===== config.mk =====
export PLATFORM = sky130hd
export DESIGN_NAME = switch_egress_arbiter
export DESIGN_NICKNAME = d
export VERILOG_FILES = /design/src/rtl/sw_arb_pkg.sv /design/src/rtl/rr_pick.sv /design/src/rtl/switch_egress_arbiter.sv
export SDC_FILE = /design/constraint.sdc
export NUM_CORES = 1
export LEC_CHECK = 0
export BUFFER_PORTS_ARGS = -buffer_cell sky130_fd_sc_hd__buf_2
export CAP_MARGIN = 25
export CORE_MARGIN = 1
export CORE_UTILIZATION = 50
export DETAILED_ROUTE_END_ITERATION = 6
export MAX_ROUTING_LAYER = met4
export PLACE_DENSITY_LB_ADDON = 0.2
export SYNTH_ARGS = -nofsm -noshare
export SYNTH_HDL_FRONTEND = slang
export SYNTH_SLANG_ARGS = --single-unit

===== constraint.sdc =====
create_clock -name clk_i -period 3 [get_ports clk_i]
set_input_delay 0.15 -clock clk_i [delete_from_list [all_inputs] [get_ports clk_i]]
set_output_delay 0.15 -clock clk_i [all_outputs]
set_load 0.005 [all_outputs]

===== src/rtl/sw_arb_pkg.sv =====
// rtl/sw_arb_pkg.sv - shared types and sizing helpers for the switch egress arbiter
package sw_arb_pkg;

  typedef enum logic [0:0] {
    IDLE = 1'b0,
    XFER = 1'b1
  } arb_state_t;

  localparam int FRAME_CNT_WIDTH = 16;

  function automatic int idx_width(input int n);
    return (n > 1) ? $clog2(n) : 1;
  endfunction

endpackage


===== src/rtl/rr_pick.sv =====
// rtl/rr_pick.sv - combinational round-robin picker: first requester after last_i, wrapping
module rr_pick #(
  parameter int P_N  = 4,
  parameter int P_IW = 2
) (
  input  logic [P_N-1:0]  req_i,
  input  logic [P_IW-1:0] last_i,
  output logic [P_N-1:0]  grant_o,
  output logic [P_IW-1:0] idx_o,
  output logic            any_req_o
);

  logic [2*P_N-1:0] w_dbl;
  logic [P_N-1:0]   w_rot;
  logic             w_found;
  int               w_sel;

  // Doubling the vector turns the wrap-around scan into a plain shift.
  assign w_dbl     = {req_i, req_i};
  assign any_req_o = |req_i;

  always_comb begin
    w_rot   = P_N'(w_dbl >> (int'(last_i) + 1));
    w_found = 1'b0;
    w_sel   = 0;
    for (int j = 0; j < P_N; j++) begin
      if (!w_found && w_rot[j]) begin
        w_found = 1'b1;
        w_sel   = (int'(last_i) + 1 + j) % P_N;
      end
    end
    grant_o = w_found ? (P_N'(1) << w_sel) : '0;
    idx_o   = P_IW'(w_sel);
  end

endmodule


===== src/rtl/switch_egress_arbiter.sv =====
// rtl/switch_egress_arbiter.sv - frame-atomic round-robin egress arbiter over FWFT FIFOs
// Optional starvation abort enabled by defining SW_ARB_TIMEOUT_EN.
module switch_egress_arbiter
  import sw_arb_pkg::*;
#(
  parameter int P_NUM_PORTS  = 4,
  parameter int P_DATA_WIDTH = 8,
  parameter int P_TIMEOUT    = 255
) (
  input  logic                              clk_i,
  input  logic                              rst_ni,
  input  logic [P_NUM_PORTS-1:0]            fifo_empty_i,
  input  logic [P_NUM_PORTS*P_DATA_WIDTH-1:0] fifo_data_i,
  input  logic [P_NUM_PORTS-1:0]            fifo_last_i,
  output logic [P_NUM_PORTS-1:0]            fifo_rd_o,
  output logic [P_DATA_WIDTH-1:0]           m_data_o,
  output logic                              m_last_o,
  output logic                              m_valid_o,
  input  logic                              m_ready_i,
  output logic [P_NUM_PORTS-1:0]            grant_o,
  output logic                              busy_o,
  output logic [FRAME_CNT_WIDTH-1:0]        frame_cnt_o,
  output logic                              abort_o
);

  localparam int LP_IW = idx_width(P_NUM_PORTS);

  arb_state_t                 r_state;
  logic [P_NUM_PORTS-1:0]     r_grant;
  logic [LP_IW-1:0]           r_gidx;
  logic [LP_IW-1:0]           r_last_grant;
  logic [FRAME_CNT_WIDTH-1:0] r_frame_cnt;

  logic [P_NUM_PORTS-1:0]     w_req;
  logic [P_NUM_PORTS-1:0]     w_pick_grant;
  logic [LP_IW-1:0]           w_pick_idx;
  logic                       w_any_req;
  logic                       w_busy;
  logic                       w_valid;
  logic                       w_accept;
  logic                       w_head_last;
  logic [P_DATA_WIDTH-1:0]    w_head_data;
  logic                       w_timeout;

  assign w_req = ~fifo_empty_i;

  rr_pick #(
    .P_N  (P_NUM_PORTS),
    .P_IW (LP_IW)
  ) u_rr_pick (
    .req_i     (w_req),
    .last_i    (r_last_grant),
    .grant_o   (w_pick_grant),
    .idx_o     (w_pick_idx),
    .any_req_o (w_any_req)
  );

  // The granted FIFO head goes straight to the egress with no pipeline stage.
  assign w_busy      = (r_state == XFER);
  assign w_valid     = w_busy & ~fifo_empty_i[r_gidx];
  assign w_head_data = fifo_data_i[r_gidx*P_DATA_WIDTH +: P_DATA_WIDTH];
  assign w_head_last = fifo_last_i[r_gidx];
  assign w_accept    = w_valid & m_ready_i;

  assign m_valid_o   = w_valid;
  assign m_data_o    = w_busy ? w_head_data : '0;
  assign m_last_o    = w_busy & w_head_last;
  assign fifo_rd_o   = w_accept ? r_grant : '0;
  assign grant_o     = r_grant;
  assign busy_o      = w_busy;
  assign frame_cnt_o = r_frame_cnt;

`ifdef SW_ARB_TIMEOUT_EN
  localparam int LP_SW_RAW = $clog2(P_TIMEOUT + 1);
  localparam int LP_SW     = (LP_SW_RAW < 8) ? 8 : ((LP_SW_RAW > 16) ? 16 : LP_SW_RAW);

  logic [LP_SW-1:0] r_stall;
  logic             r_abort;

  assign w_timeout = w_busy & fifo_empty_i[r_gidx] & (r_stall == LP_SW'(P_TIMEOUT - 1));
  assign abort_o   = r_abort;

  always_ff @(posedge clk_i or negedge rst_ni) begin
    if (!rst_ni) begin
      r_stall <= '0;
      r_abort <= 1'b0;
    end else begin
      r_abort <= w_timeout;
      if (!w_busy || !fifo_empty_i[r_gidx] || w_timeout) begin
        r_stall <= '0;
      end else begin
        r_stall <= r_stall + 1'b1;
      end
    end
  end
`else
  logic w_unused_timeout;

  assign w_unused_timeout = (P_TIMEOUT == 0);
  assign w_timeout        = 1'b0;
  assign abort_o          = 1'b0;
`endif

  always_ff @(posedge clk_i or negedge rst_ni) begin
    if (!rst_ni) begin
      r_state      <= IDLE;
      r_grant      <= '0;
      r_gidx       <= '0;
      r_last_grant <= LP_IW'(P_NUM_PORTS - 1);
      r_frame_cnt  <= '0;
    end else begin
      case (r_state)
        IDLE: begin
          if (w_any_req) begin
            r_grant      <= w_pick_grant;
            r_gidx       <= w_pick_idx;
            r_last_grant <= w_pick_idx;
            r_state      <= XFER;
          end
        end
        XFER: begin
          if (w_accept && w_head_last) begin
            r_frame_cnt <= r_frame_cnt + 1'b1;
            r_grant     <= '0;
            r_state     <= IDLE;
          end else if (w_timeout) begin
            r_grant <= '0;
            r_state <= IDLE;
          end
        end
        default: r_state <= IDLE;
      endcase
    end
  end

endmodule


==> results.ini <==
[outcome]
outcome = complete, no violations

[routing]
final_antenna_net_count = 0
routed-wl-met3_um = 322
first_iter_violations = 60
met2WireLength_mm = 1.790
finalWirelength_mm = 3.844
route.layer.met1.wl_mm = 1.691
routed.top_layer = met4
wl_per_cell_um = 14.78
detailroute.via_count = 1471
drt-vias-per-instance = 5.658
remaining_drc_errors = 0
dr.pass1.iters = 4

[timing]
worst-slew-pin-transition_ns = 0.6363
final_min_period_over_clock_period_pct = 79.59
setup_repair_after_global_routing_missed_its_margin = false
finalWorstPathRequiredPeriod_ns = 2.388
final_hold_viol_count = 0
setup_total_negative_slack_ns = 0
slew_headroom_pct = 57.58
setup_viol = 0
slew_violations = 0
setup_clock_skew_after_layout_ns = 0.007241
fmax_mhz = 418.8
final_worst_setup_slack_ns = 0.6122

[yosys]
count_of_flip_flops_with_a_built_in_enable_after_synthesis = 0
synth.yosys.seq_area_share_pct = 37.69
post_synth_design_cell_area_um2 = 1667
netlist.top_cell.by_area = sky130_fd_sc_hd__dfrtp_1
synth.lib_cells_used.distinct = 46
netlist_top_cells_area = sky130_fd_sc_hd__dfrtp_1 35%, sky130_fd_sc_hd__mux4_1 6.3%, sky130_fd_sc_hd__xor2_1 6.3%, sky130_fd_sc_hd__mux4_2 5.4%, sky130_fd_sc_hd__and2_1 4.1%
postSynthAreaPerCell_um2 = 11.65
netlist_instances = 143
synth_flop_cell = sky130_fd_sc_hd__dfrtp_1
ys_top_cells_by_count = 23 x sky130_fd_sc_hd__dfrtp_1, 12 x sky130_fd_sc_hd__xor2_1, 11 x sky130_fd_sc_hd__and2_1, 7 x sky130_fd_sc_hd__nand3_1
most_frequent_cell_after_synthesis = sky130_fd_sc_hd__dfrtp_1
synthesis.nets = 187
postSynth.asyncResetShare_pct = 100.0
synth_seq_cells = 25
synth_largest_type_area_fraction_pct = 34.53
yosysWarningCount = 0

[grt]
grt_pass1_vias = 1356
antenna_violations_before_repair = 0
gr-total-overflow = 0
grt_max_degree = 26
grtUsageTotal_pct = 23.34
grt_first_pass_wirelength_mm = 6.078

[worst_setup_path]
critPathRequiredTime_ns = 3.21
crit_type = reg -> reg
startpoint_type_of_the_worst_setup_path = register
timing.critical_path.from = r_gidx[0]
timing.rr.start = r_gidx[0]
rr_worst_depth = 4
critical_path.reg2reg.endpoint = frame_cnt_o[1]
cp-end-kind = register
critical_path_peak_fanout = 19
crit_end = frame_cnt_o[1]
timing.critical_path.arrival_ns = 2.60
r2r_setup_slack_ns = 0.61

[power_and_ir_drop]
net_switching_share_of_the_total_power_pct = 38.26
cellPowerDensity_nw_per_um2 = 683.9
clock_power_share_pct = 10.6
p_switching_mw = 0.5451
vdd.ir_drop.worst_mv = 0.5647
combinationalPowerShare_pct = 47.8
seqPwrFrac_pct = 41.6
p_leak_nw = 1.100
cell_int_power_mw = 0.8796

[die]
core_area_um2 = 3103
rows = 20
floorplan_die_height_um = 59.74
chipWidth_um = 59.74
initial_standard_cell_utilization_of_the_core_pct = 53.71
ios = 79
die_area_um2 = 3568

[cts]
post_cts_resized = 0
insertion_delay_of_the_later_clocked_pin_in_the_worst_skew_pair_ns = 0.32
cts_buffer_depth = 2
htree_levels = 1
number_of_buffers_created_by_cts = 3
clk_transition_reported_paths_ns = 0.14
clock_root_cell = sky130_fd_sc_hd__clkbuf_4
cts_tree = built
cts_sinks = 25

[place]
dp_hpwl_mm = 2.990
detailedPlace.worstSlack_ns = 0.6013
dpl_cell_area_um2 = 2046
buffer_ports.inserted = 77
dp.cells = 255
gp_congestion = 0.8611

[job]
max_cap_viol_count = 0

[layout]
diodes = 0
layout-area-overhead-vs-synth_pct = 25.00
final_cells = 260
finish.instance_area_um2 = 2083
post_route_cells_drive_above_1_share_pct = 44.91
nets = 261

[hold_path]
holdCritPathClass = in -> async

==> layout make-up <==
| type | count | area, um2 |
|---|---|---|
| clock inverter | 1 | 5.005 |
| tap | 44 | 55.05 |
| sequential | 25 | 628.1 |
| fill | 271 | 1020 |
| timing repair buffer | 78 | 395.4 |
| clock buffer | 3 | 22.52 |
| inverter | 1 | 3.754 |
| multi-input combinational | 108 | 973.4 |
==> how the worst min path moves through the flow <==
| stage | end | slack (ns) | cells after the start | startpoint |
|---|---|---|---|---|
| global placement | grant_o[3] | 0.16 | 1 | rst_ni |
| CTS | frame_cnt_o[4] | 0.34 | 2 | rst_ni |
| detailed placement | grant_o[2] | 0.17 | 1 | rst_ni |
| global route | frame_cnt_o[5] | 0.37 | 2 | rst_ni |
| floorplan | busy_o | -0.15 | 0 | rst_ni |
| finish | frame_cnt_o[4] | 0.33 | 2 | rst_ni |
==> state kept, by name, summed over array words and instances, names as in the netlist <==
signal,flops
grant_o,4
frame_cnt_o,16
r_last_grant,2
r_gidx,2
busy_o,1
==> layer usage <==
layer  up-vias  GRT usage [%]
li1        689              -
met5         -              -
met3         6          3.896
met4         0          8.306
met2        68          38.10
met1       708          29.25
==> critical path: stages (launching register included) <==
cell                       delay (ns)
sky130_fd_sc_hd__dfrtp_1         0.76
sky130_fd_sc_hd__and3b_1         0.27
sky130_fd_sc_hd__a22oi_4         0.53
sky130_fd_sc_hd__nand2b_1        0.37
sky130_fd_sc_hd__mux2_1          0.35
==> through the flow <==
step	total power, mW	hold slack [ns]	utilization, %
2_1_floorplan	1.053	-0.1456	-
6_report	1.425	0.3321	67.14
4_1_cts	1.437	0.3407	67.14
3_5_place_dp	1.286	0.1700	65.93
3_3_place_gp	1.260	0.1648	65.93
5_1_grt	1.541	0.3732	67.14
==> timing repair <==
item | CTS | global route
setup buffers | 0 | 0
hold buffers | 1 | 0
hold endpoints to repair | 23 | 0
==> cells in the final DEF, fill, tap and decap left out, types with 2 or more instances in the layout <==
cell,instances
sky130_fd_sc_hd__xor2_1,12
sky130_fd_sc_hd__and4_1,2
sky130_fd_sc_hd__and2_1,11
sky130_fd_sc_hd__a32o_1,4
sky130_fd_sc_hd__buf_2,77
sky130_fd_sc_hd__nand4_1,3
sky130_fd_sc_hd__a21oi_1,3
sky130_fd_sc_hd__xnor2_1,3
sky130_fd_sc_hd__nor4_2,3
sky130_fd_sc_hd__nor4b_2,2
sky130_fd_sc_hd__a21o_1,3
sky130_fd_sc_hd__mux4_1,4
sky130_fd_sc_hd__nand3_1,7
sky130_fd_sc_hd__nor2b_1,5
sky130_fd_sc_hd__clkbuf_4,3
sky130_fd_sc_hd__and3_1,2
sky130_fd_sc_hd__nor2_1,5
sky130_fd_sc_hd__nand3b_1,2
sky130_fd_sc_hd__dfrtp_1,23
sky130_fd_sc_hd__nor3_1,5
sky130_fd_sc_hd__nand2_1,4
sky130_fd_sc_hd__mux4_2,4
sky130_fd_sc_hd__dfstp_2,2
sky130_fd_sc_hd__mux2i_1,5
==> power by group through the flow <==
stage	clock (mW)	sequential (mW)	combinational, mW
floorplan	0	0.530	0.524
global placement	0	0.588	0.672
detailed placement	0	0.603	0.683
CTS	0.155	0.596	0.686
global route	0.171	0.618	0.752
finish	0.151	0.593	0.682
==> kinds of logic (layout without fill, tap and decap cells) <==
| logic type | count (synthesis) | count (layout) | share of synthesized area, % |
|---|---|---|---|
| compound gates | 19 | 19 | 10.14 |
| xor+xnor | 15 | 15 | 7.883 |
| fa+ha+maj | 1 | 1 | 0.7506 |
| buf+inv | 10 | 83 | 3.903 |
| flops | 25 | 25 | 37.69 |
| mux | 15 | 15 | 16.07 |
| other cells | 1 | 1 | 0.2250 |
| simple gates | 57 | 57 | 23.35 |
Power figures use the tool's default switching activity.
